## src/rtl/alu_share_ctrl_if.sv

```systemverilog
// Bus interface for alu_share_ctrl.
// Carries the two client request channels, the shared result/handshake
// signals and the connection to the external combinational ALU.
// slave  : the controller side
// master : the client/ALU harness side
interface alu_share_ctrl_if #(
   parameter int DATA_W = 32,
   parameter int OPRN_W = 6
);
   // client request channels
   logic              req0;
   logic              req1;
   logic [OPRN_W-1:0] oprn0;
   logic [OPRN_W-1:0] oprn1;
   logic [DATA_W-1:0] op1Cl0;
   logic [DATA_W-1:0] op2Cl0;
   logic [DATA_W-1:0] op1Cl1;
   logic [DATA_W-1:0] op2Cl1;

   // completion handshake and shared result
   logic              ack0;
   logic              ack1;
   logic [DATA_W-1:0] res;
   logic              zeroRes;
   logic              err;
   logic              busy;

   // connection to the shared ALU
   logic [DATA_W-1:0] aluOp1;
   logic [DATA_W-1:0] aluOp2;
   logic [OPRN_W-1:0] aluOprn;
   logic [DATA_W-1:0] aluOut;
   logic              aluZero;

   modport slave (
      input  req0, req1, oprn0, oprn1, op1Cl0, op2Cl0, op1Cl1, op2Cl1,
      input  aluOut, aluZero,
      output ack0, ack1, res, zeroRes, err, busy,
      output aluOp1, aluOp2, aluOprn
   );

   modport master (
      output req0, req1, oprn0, oprn1, op1Cl0, op2Cl0, op1Cl1, op2Cl1,
      output aluOut, aluZero,
      input  ack0, ack1, res, zeroRes, err, busy,
      input  aluOp1, aluOp2, aluOprn
   );
endinterface

```

## src/rtl/alu_share_ctrl.sv

```systemverilog
// alu_share_ctrl: lets two clients share one combinational ALU.
// A request is granted in IDLE, its operands are registered into the ALU in
// EXEC, and the captured result is returned with a one-cycle ACK in DONE.
// Optional build macro ALU_SHARE_FIXED_PRI_EN: when defined, client 0 always
// wins a simultaneous request; otherwise the two clients alternate.
module alu_share_ctrl #(
   parameter int DATA_W   = 32,
   parameter int OPRN_W   = 6,
   parameter int OPRN_MAX = 9
) (
   input  logic             clk,
   input  logic             rst_n,
   alu_share_ctrl_if.slave  bus
);

   typedef enum logic [1:0] {
      IDLE = 2'd0,
      EXEC = 2'd1,
      DONE = 2'd2
   } state_t;

   state_t            state_q, state_d;
   logic              gnt_q, gnt_d;
   logic              lastGnt_q, lastGnt_d;
   logic              illegal_q, illegal_d;
   logic [DATA_W-1:0] aluOp1_q, aluOp1_d;
   logic [DATA_W-1:0] aluOp2_q, aluOp2_d;
   logic [OPRN_W-1:0] aluOprn_q, aluOprn_d;
   logic [DATA_W-1:0] res_q, res_d;
   logic              zeroRes_q, zeroRes_d;
   logic              err_q, err_d;
   logic              ack0_q, ack0_d;
   logic              ack1_q, ack1_d;

   logic              anyReq;
   logic              pick;
   logic [OPRN_W-1:0] selOprn;
   logic [DATA_W-1:0] selOp1;
   logic [DATA_W-1:0] selOp2;
   logic              selIllegal;

   assign anyReq = bus.req0 | bus.req1;

   // Arbitration: pick the client to serve if a grant happens this cycle
   always_comb begin
      pick = 1'b0;
      if (bus.req0 && bus.req1) begin
`ifdef ALU_SHARE_FIXED_PRI_EN
         pick = 1'b0;
`else
         pick = ~lastGnt_q;
`endif
      end else if (bus.req1) begin
         pick = 1'b1;
      end
   end

   // Operand mux for the picked client, plus the illegal-opcode check
   always_comb begin
      selOprn    = pick ? bus.oprn1  : bus.oprn0;
      selOp1     = pick ? bus.op1Cl1 : bus.op1Cl0;
      selOp2     = pick ? bus.op2Cl1 : bus.op2Cl0;
      selIllegal = (selOprn == '0) || (selOprn > OPRN_W'(OPRN_MAX));
   end

   // Next-state and next-output logic of the IDLE/EXEC/DONE sequence
   always_comb begin
      state_d   = state_q;
      gnt_d     = gnt_q;
      lastGnt_d = lastGnt_q;
      illegal_d = illegal_q;
      aluOp1_d  = aluOp1_q;
      aluOp2_d  = aluOp2_q;
      aluOprn_d = aluOprn_q;
      res_d     = res_q;
      zeroRes_d = zeroRes_q;
      err_d     = err_q;
      ack0_d    = ack0_q;
      ack1_d    = ack1_q;
      case (state_q)
         IDLE: begin
            if (anyReq) begin
               gnt_d     = pick;
               lastGnt_d = pick;
               illegal_d = selIllegal;
               aluOp1_d  = selOp1;
               aluOp2_d  = selOp2;
               aluOprn_d = selOprn;
               state_d   = EXEC;
            end
         end
         EXEC: begin
            if (illegal_q) begin
               res_d     = '0;
               zeroRes_d = 1'b1;
               err_d     = 1'b1;
            end else begin
               res_d     = bus.aluOut;
               zeroRes_d = bus.aluZero;
               err_d     = 1'b0;
            end
            ack0_d  = ~gnt_q;
            ack1_d  = gnt_q;
            state_d = DONE;
         end
         DONE: begin
            ack0_d  = 1'b0;
            ack1_d  = 1'b0;
            err_d   = 1'b0;
            state_d = IDLE;
         end
         default: begin
            state_d = IDLE;
         end
      endcase
   end

   // State and output registers; reset abandons any operation in flight
   always_ff @(posedge clk or negedge rst_n) begin
      if (!rst_n) begin
         state_q   <= IDLE;
         gnt_q     <= 1'b0;
         lastGnt_q <= 1'b1;
         illegal_q <= 1'b0;
         aluOp1_q  <= '0;
         aluOp2_q  <= '0;
         aluOprn_q <= '0;
         res_q     <= '0;
         zeroRes_q <= 1'b0;
         err_q     <= 1'b0;
         ack0_q    <= 1'b0;
         ack1_q    <= 1'b0;
      end else begin
         state_q   <= state_d;
         gnt_q     <= gnt_d;
         lastGnt_q <= lastGnt_d;
         illegal_q <= illegal_d;
         aluOp1_q  <= aluOp1_d;
         aluOp2_q  <= aluOp2_d;
         aluOprn_q <= aluOprn_d;
         res_q     <= res_d;
         zeroRes_q <= zeroRes_d;
         err_q     <= err_d;
         ack0_q    <= ack0_d;
         ack1_q    <= ack1_d;
      end
   end

   assign bus.ack0    = ack0_q;
   assign bus.ack1    = ack1_q;
   assign bus.res     = res_q;
   assign bus.zeroRes = zeroRes_q;
   assign bus.err     = err_q;
   assign bus.busy    = (state_q == EXEC) || (state_q == DONE);
   assign bus.aluOp1  = aluOp1_q;
   assign bus.aluOp2  = aluOp2_q;
   assign bus.aluOprn = aluOprn_q;

endmodule
```

## src/flat_wrapper.sv

```systemverilog
// flat-port wrapper written by rule: the top's interface ports become plain ports
module alu_share_ctrl_flat 
#(
   parameter int DATA_W   = 32,
   parameter int OPRN_W   = 6,
   parameter int OPRN_MAX = 9
)
  (clk, rst_n, bus_req0, bus_req1, bus_oprn0, bus_oprn1, bus_op1Cl0, bus_op2Cl0, bus_op1Cl1, bus_op2Cl1, bus_aluOut, bus_aluZero, bus_ack0, bus_ack1, bus_res, bus_zeroRes, bus_err, bus_busy, bus_aluOp1, bus_aluOp2, bus_aluOprn);
  alu_share_ctrl_if #(.DATA_W(DATA_W), .OPRN_W(OPRN_W)) bus_i ();
  input  logic clk;
  input  logic rst_n;
  input wire logic [$bits(bus_i.req0)-1:0] bus_req0;
  input wire logic [$bits(bus_i.req1)-1:0] bus_req1;
  input wire logic [$bits(bus_i.oprn0)-1:0] bus_oprn0;
  input wire logic [$bits(bus_i.oprn1)-1:0] bus_oprn1;
  input wire logic [$bits(bus_i.op1Cl0)-1:0] bus_op1Cl0;
  input wire logic [$bits(bus_i.op2Cl0)-1:0] bus_op2Cl0;
  input wire logic [$bits(bus_i.op1Cl1)-1:0] bus_op1Cl1;
  input wire logic [$bits(bus_i.op2Cl1)-1:0] bus_op2Cl1;
  input wire logic [$bits(bus_i.aluOut)-1:0] bus_aluOut;
  input wire logic [$bits(bus_i.aluZero)-1:0] bus_aluZero;
  output wire logic [$bits(bus_i.ack0)-1:0] bus_ack0;
  output wire logic [$bits(bus_i.ack1)-1:0] bus_ack1;
  output wire logic [$bits(bus_i.res)-1:0] bus_res;
  output wire logic [$bits(bus_i.zeroRes)-1:0] bus_zeroRes;
  output wire logic [$bits(bus_i.err)-1:0] bus_err;
  output wire logic [$bits(bus_i.busy)-1:0] bus_busy;
  output wire logic [$bits(bus_i.aluOp1)-1:0] bus_aluOp1;
  output wire logic [$bits(bus_i.aluOp2)-1:0] bus_aluOp2;
  output wire logic [$bits(bus_i.aluOprn)-1:0] bus_aluOprn;
  assign bus_i.req0 = bus_req0;
  assign bus_i.req1 = bus_req1;
  assign bus_i.oprn0 = bus_oprn0;
  assign bus_i.oprn1 = bus_oprn1;
  assign bus_i.op1Cl0 = bus_op1Cl0;
  assign bus_i.op2Cl0 = bus_op2Cl0;
  assign bus_i.op1Cl1 = bus_op1Cl1;
  assign bus_i.op2Cl1 = bus_op2Cl1;
  assign bus_i.aluOut = bus_aluOut;
  assign bus_i.aluZero = bus_aluZero;
  assign bus_ack0 = bus_i.ack0;
  assign bus_ack1 = bus_i.ack1;
  assign bus_res = bus_i.res;
  assign bus_zeroRes = bus_i.zeroRes;
  assign bus_err = bus_i.err;
  assign bus_busy = bus_i.busy;
  assign bus_aluOp1 = bus_i.aluOp1;
  assign bus_aluOp2 = bus_i.aluOp2;
  assign bus_aluOprn = bus_i.aluOprn;
  alu_share_ctrl #(.DATA_W(DATA_W), .OPRN_W(OPRN_W), .OPRN_MAX(OPRN_MAX)) u_core (.clk(clk), .rst_n(rst_n), .bus(bus_i));
endmodule
```

## config.mk

```make
export PLATFORM = sky130hd
export DESIGN_NAME = alu_share_ctrl_flat
export DESIGN_NICKNAME = d
export VERILOG_FILES = /design/src/rtl/alu_share_ctrl_if.sv /design/src/rtl/alu_share_ctrl.sv /design/src/flat_wrapper.sv
export SDC_FILE = /design/constraint.sdc
export NUM_CORES = 1
export LEC_CHECK = 0
export ABC_CLOCK_PERIOD_IN_PS = 1550
export CORE_UTILIZATION = 35
export CTS_CLUSTER_DIAMETER = 40
export DETAILED_ROUTE_END_ITERATION = 10
export PLACE_DENSITY = 0.77
export SYNTH_ARGS = -nofsm -noshare
export SYNTH_HDL_FRONTEND = slang
export SYNTH_SLANG_ARGS = --single-unit
```

## constraint.sdc

```tcl
create_clock -name clk -period 1.55 [get_ports clk]
set_clock_uncertainty 0.05 [all_clocks]
set_input_delay 0.465 -clock clk [delete_from_list [all_inputs] [get_ports clk]]
set_output_delay 0.465 -clock clk [all_outputs]
set_load 0.02 [all_outputs]
```

==> results.md, run 1 <==
- Post-synthesis xor/xnor area fraction: 0%
- Synth Area in Adders: less than 1%
- Seq/Total Area, Yosys: between 50% and 60%
- Worst setup endpoint: bus_busy
- Initial DRC count: 210
- Post-DR wirelength/cell: roughly 17 um
- Final Hold Viols: 0
- Max transition margin: between 70% and 80%
- Clock transition at path regs: 0.07 ns
- Initial core utilization: 36.2%
- RR Startpoint: u_core.lastGnt_q
- Worst Path Max Fanout: 2
- H-tree depth: 3
- Worst-Skew Late Latency: ~0.34 ns
- Initial antenna violation count: 0
- Global Route Usage Sum: between 20 and 25%
- Worst reg2reg path depth: 7
- Drt first pass iters: 6
- Die Wd: around 120 um
- Peak supply drop: 0.000791 V
- Period utilization: 108%
- Cell variety after synth: 29
- Pre-CTS setup slack: -0.529 ns
- Sequential cell area: around 2800 um^2
- Die Y-Extent: 122 um
- Fin. max-slew vios: 0
- Syn_nets: 669
- Area of the core: 14000 um^2
- Layout Nets: around 1000
- Mux cell area share after synthesis: roughly 14%
- RD Place Congestion: ~0.84
- Ports: about 280
- Die area: between 10000 and 15000 um^2
- Multi-input gate area: approximately 2000 um^2
- Worst Setup End Kind: output port
- Hold WC Path Type: flip-flop to flip-flop
- Total CTS buffers: 9
- Max Fclk: between 0.5 and 0.6 GHz
- DP HPWL: 11700 um
- Final setup vio count: 16
- Status: finished with violations
- CTS max path bufs: 2
- GRT overflow: 0
- Syn avg cell area: around 10 um^2
- Drt total wl: about 17000 um
- Max_cap viols: 0
- Startpoint types: flip-flop
- Largest family of logic cells by synthesized area: multiplexers
- Yosys reg bits: between 100 and 150
- DR vias/cell: 4.79
- Row cnt: 43
- Fill count: 1108
- R2R Setup Slk: -0.04 ns
- Syn. warnings: 0
- Final Critical Period: around 1.7 ns
- Crit Reg-Reg Endpoint: u_core.bus.aluOp2[2]
- Vias: between 4000 and 5000
- Share of cells above drive strength 1: approximately a quarter
- Vias in the first global route: 4895
- Post-route DRC: 0
- Synth Area in Simple Gates: between 10% and 20%
- CP required: between 1 and 1.5 ns
- First-pass GRT wire length: between 20000 and 25000 um
- Post-Syn Instances: 488
- Largest net degree at the start of global routing: 67
- Failing checks: setup timing
- CTS tree: yes
- Cell Area, Synth: approximately 5000 um^2
- Number of buffers added on ports: 283
- Pwr dens: 1790 nW/um^2
- Area Overhead vs Synth: 77.0%
- Arr. time, crit path: around 1.2 ns
- Overall Power: 16.0 mW
- Fin worst setup slack: -0.118 ns
- CP Class: flip-flop to output port
- CP startpoint: u_core.state_q[1]
- Compound-Gate Fraction of Synth Area: a little under an eighth
- Final ANT Viol Nets: 0
- RSZ-0062 raised after global routing: true
- Leak: between 3 and 4 nW
- ANT cells: 0
- CTS Sinks: around 110
- Root Driver: clkbuf_16
- Transition time of the tightest slew-check pin: roughly 0.37 ns
-- kinds of logic after synthesis --
kind of cell    after synthesis
fa+ha+maj                     4
mux                          70
buf+inv                      69
flops                       111
compound gates              117
simple gates                117
-- worst min-delay path by stage --
stage | start | cells past startpoint | to
after floorplan | rst_n | 0 | u_core.bus.ack0
after global placement | rst_n | 1 | u_core.bus.aluOp2[20]
after detailed placement | rst_n | 1 | u_core.bus.aluOp2[20]
after CTS | u_core.bus.aluOp1[9] | 2 | u_core.bus.aluOp1[9]
after global routing | u_core.bus.aluOp1[10] | 2 | u_core.bus.aluOp1[10]
final | u_core.bus.aluOp2[16] | 2 | u_core.bus.aluOp2[16]
-- synthesized netlist by cell type, drive strengths merged --
cell type  count  area [um^2]
nor4           1         6.26
a31oi          2         12.5
mux2           1         11.3
nor3b          1         7.51
nand3b        34          255
o22a           1         8.76
nor4bb         1         10.0
a22o           1         8.76
mux2i         69          691
clkbuf        12         48.8
nand2         71          267
dfstp          1         26.3
o21a           1         7.51
nor2b          3         18.8
or4            1         7.51
a21oi          2         10.0
a21boi         2         15.0
nor2           5         18.8
ha             4         50.1
dfrtp        110         2750
inv           36          135
o21ai        108          541
buf           21          159
-- registers in the layout, indices dropped and copies added, names as in the netlist --
signal and count:
u_core.illegal_q 1, u_core.state_q 2, u_core.lastGnt_q 1, u_core.gnt_q 1
u_core.bus.ack0 1, u_core.bus.aluOp1 32, u_core.bus.zeroRes 1, u_core.bus.res 32
u_core.bus.aluOp2 32, u_core.bus.aluOprn 6, u_core.bus.err 1, u_core.bus.ack1 1
-- worst max-delay path, cell delays in order (launching register included) --
cell and delay [ns]:
dfrtp_1 0.39, inv_2 0.09, ha_4 0.21, buf_6 0.13
-- stage by stage --
step,setup TNS (ns),instance area [um^2],utilization [%],hold WS (ns),instances
global placement,-29.43,8320,59.5,0.340,950
CTS,-0.212,9000,64.3,0.440,985
floorplan,0,5070,-,0.119,488
global route,-1.42,8970,64.1,0.467,992
finish,-0.363,8970,64.1,0.434,992
detailed placement,-32.96,8320,59.5,0.351,950
-- timing repair --
item	4_1_cts	5_1_grt
resized for setup	304	63
hold buffers	1	0
endpoints found under the setup margin	171	71
endpoints found under the hold margin	22	0
pin swaps	4	8
buffers inserted	15	6
cloned	4	2
-- layout make-up --
cell class / instances / share of cell area, %
clock buffers: 13 / 2.90
clock inverters: 3 / 0.725
inverters: 36 / 1.51
multi-input cells: 308 / 22.9
flip-flops and latches: 111 / 31.0
well taps: 180 / 2.51
repair buffers: 341 / 38.5
-- report_power, final --
group	leakage, nW	internal (mW)	switching [mW]
combinational	2.37	3.91	4.61
sequential	1.40	4.24	0.769
clock	0.160	1.51	1.02
total	3.93	9.65	6.39
-- cell usage in the layout (no fill, tap or decap), drive strengths merged, types with 2 or more instances in the layout --
master,instances
ha,4
mux2i,69
buf,68
clkdlybuf4s50,173
nand3b,34
nor2b,3
dlygate4sd2,2
a31oi,2
o21ai,108
clkbuf,46
dfrtp,110
clkdlybuf4s15,63
a21boi,2
a21oi,2
bufinv,2
nand2,71
inv,36
nor2,5
-- routing by layer --
metal  share of wire (%)  routed length, um  global-route usage (%)  vias up
met5                   0                  0                       0        -
met4                 3.6                604                    10.6        0
met3                 7.4               1250                    5.95       37
met2                  52               8710                    39.3      209
met1                  37               6270                    23.2     2210
li1                    -                  -                       -     2292
No activity file was read; power rests on OpenSTA's default activity.
==> run 2, diff against run 1 <==
Settings changed: CORE_ASPECT_RATIO set to 1.75, PLACE_DENSITY 0.77 to 0.82.
==> run 2 against run 1 <==
The run still ends with setup timing left. Critical path type unchanged. Final cell count increased by 0.91%. Critical path depth unchanged. Setup slack hardly changed. Largest power group unchanged. Clock power decreased by 5%. Hold slack lost 0.43 ns. Clock-buffer cell count decreased by 3. Via count grew 0.44%. Sequential power down 1%.
==> results.md, run 2 (same netlist as run 1, synthesis figures left out) <==
- Failing checks: setup timing
- Period utilization: 108%
- Crit Reg-Reg Endpoint: u_core.bus.res[4]
- Max_cap viols: 0
- Worst setup endpoint: bus_busy
- Number of buffers added on ports: about 280
- GRT overflow: 0
- Drt first pass iters: 4
- CTS max path bufs: 2
- Max stage delay on crit path: roughly 0.37 ns
- RD Place Congestion: between 0.8 and 0.9
- Fill count: between 1000 and 1500
- Final Hold Viols: 0
- Worst-path cell chain: inv_2 > ha_4 > buf_6
- Design area: about 9000 um^2
- Post-route DRC: 0
- Pwr dens: 1800 nW/um^2
- Leak: roughly 4 nW
- Worst Path Max Fanout: 2
- DP HPWL: approximately 12000 um
- Area Overhead vs Synth: 76.9%
- Total CTS buffers: 9
- DR vias/cell: between 4 and 5
- Initial antenna violation count: 0
- Root Driver: clkbuf_16
- Max Fclk: 0.600 GHz
- Worst Setup End Kind: output port
- Largest net degree at the start of global routing: 43
- Vias: between 4000 and 5000
- Arr. time, crit path: around 1.2 ns
- Final ANT Viol Nets: 0
- Slowest cell on the critical path: dfrtp_1
- Post-DP Area: between 8000 and 9000 um^2
- Worst reg2reg path depth: 8
- Fin worst setup slack: -0.118 ns
- DP Cell Count: 971
- Most frequent cells in the layout: clkdlybuf4s50_1, dfrtp_1, o21ai_1, nand2_1, mux2i_1
- ANT cells: 0
- Ports: between 200 and 300
- Min Hold Slack: 0.00486 ns
- Final setup vio count: 1
- CTS tree: yes
- Die area: about 15000 um^2
- Global Route Usage Sum: a little over a fifth
- Area of the core: between 10000 and 15000 um^2
- Fin. max-slew vios: 0
- R2R Setup Slk: ~0.06 ns
- Layout Nets: 1000
- Final Critical Period: ~1.7 ns
- Die Wd: roughly 93 um
- Hold WC Path Type: primary input to async pin
- Worst-Skew Late Latency: 0.34 ns
- Hold_buf cts: 0
- CP startpoint: u_core.state_q[1]
- Drt total wl: roughly 16000 um
- Vias in the first global route: just under 5000
- RSZ-0062 raised after global routing: true
- Max transition margin: between 60 and 70%
- Die Y-Extent: 161 um
- Share of cells above drive strength 1: between 20 and 25%
- Commonest non-fill, non-tap cell in the layout: clkdlybuf4s50_1
- Row cnt: between 50 and 60
- Post-DR wirelength/cell: about 16 um
- Initial core utilization: a little over a third
- Overall Power: about 16 mW
- Startpoint types: flip-flop
- CP Class: flip-flop to output port
- First-pass GRT wire length: around 24000 um
- Transition time of the tightest slew-check pin: around 0.46 ns
- CTS Sinks: about 110
- Initial DRC count: 120
- Status: finished with violations
- Clock transition at path regs: about 0.080 ns
- Final std cells w/o fill: 1001
- CP required: around 1.0 ns
- H-tree depth: 3
- Fin Setup TNS: -0.118 ns
- Peak supply drop: 0.000807 V
- RR Startpoint: u_core.state_q[1]
## run 2: how the worst min path moves through the flow
stage,start,end,depth (start not counted),slack [ns]
floorplan,rst_n,u_core.bus.ack0,0,0.12
global placement,rst_n,u_core.bus.aluOp2[22],1,0.39
detailed placement,rst_n,u_core.bus.aluOp2[20],1,0.39
CTS,rst_n,u_core.bus.aluOp2[20],1,0.01
global route,rst_n,u_core.bus.aluOp2[20],1,0.02
finish,rst_n,u_core.bus.aluOp2[20],1,0.005
## run 2: layout make-up
class	instances	area [um^2]	area share, %
flip-flops and latches	111	2780	31.0
well taps	177	221	2.47
clock buffers	10	239	2.67
multi-input cells	308	2000	22.3
inverters	36	135	1.51
clock inverters	6	66.3	0.740
repair buffers	353	3520	39.3
## run 2: power breakdown
| part | switching, mW | internal [mW] |
|---|---|---|
| sequential | 0.721 | 4.23 |
| combinational | 4.62 | 4.16 |
| clock | 1.09 | 1.31 |
| total | 6.44 | 9.70 |
## run 2: stage by stage
step / utilization [%] / worst slack [ns]
final: 64.1 / -0.118
after global routing: 64.1 / -0.170
after CTS: 65.1 / -0.129
after detailed placement: 61.6 / -0.507
after global placement: 61.6 / -0.437
after floorplan: - / 0.0256
## run 2: timing repair
item,CTS,global route
pin swaps,2,1
endpoints found under the setup margin,163,80
gates resized for setup,296,58
hold endpoints to repair,0,0
cloned,1,5
setup buffers,5,4
## run 2: critical path, delay by kind of cell (launching register included)
kind	cells	cell delay (ns)
buffers and inverters	2	0.17
flip-flops	1	0.37
adder cells (fa/ha/maj)	1	0.27
## run 2: metal layers
layer  track usage [%]  vias to the layer above  share of wire, %
met5                 0                        -                 0
met4              11.3                        0               4.9
met3              4.38                       47               5.9
met2              38.4                      184                55
met1              22.3                     2226                35
li1                  -                     2312                 -
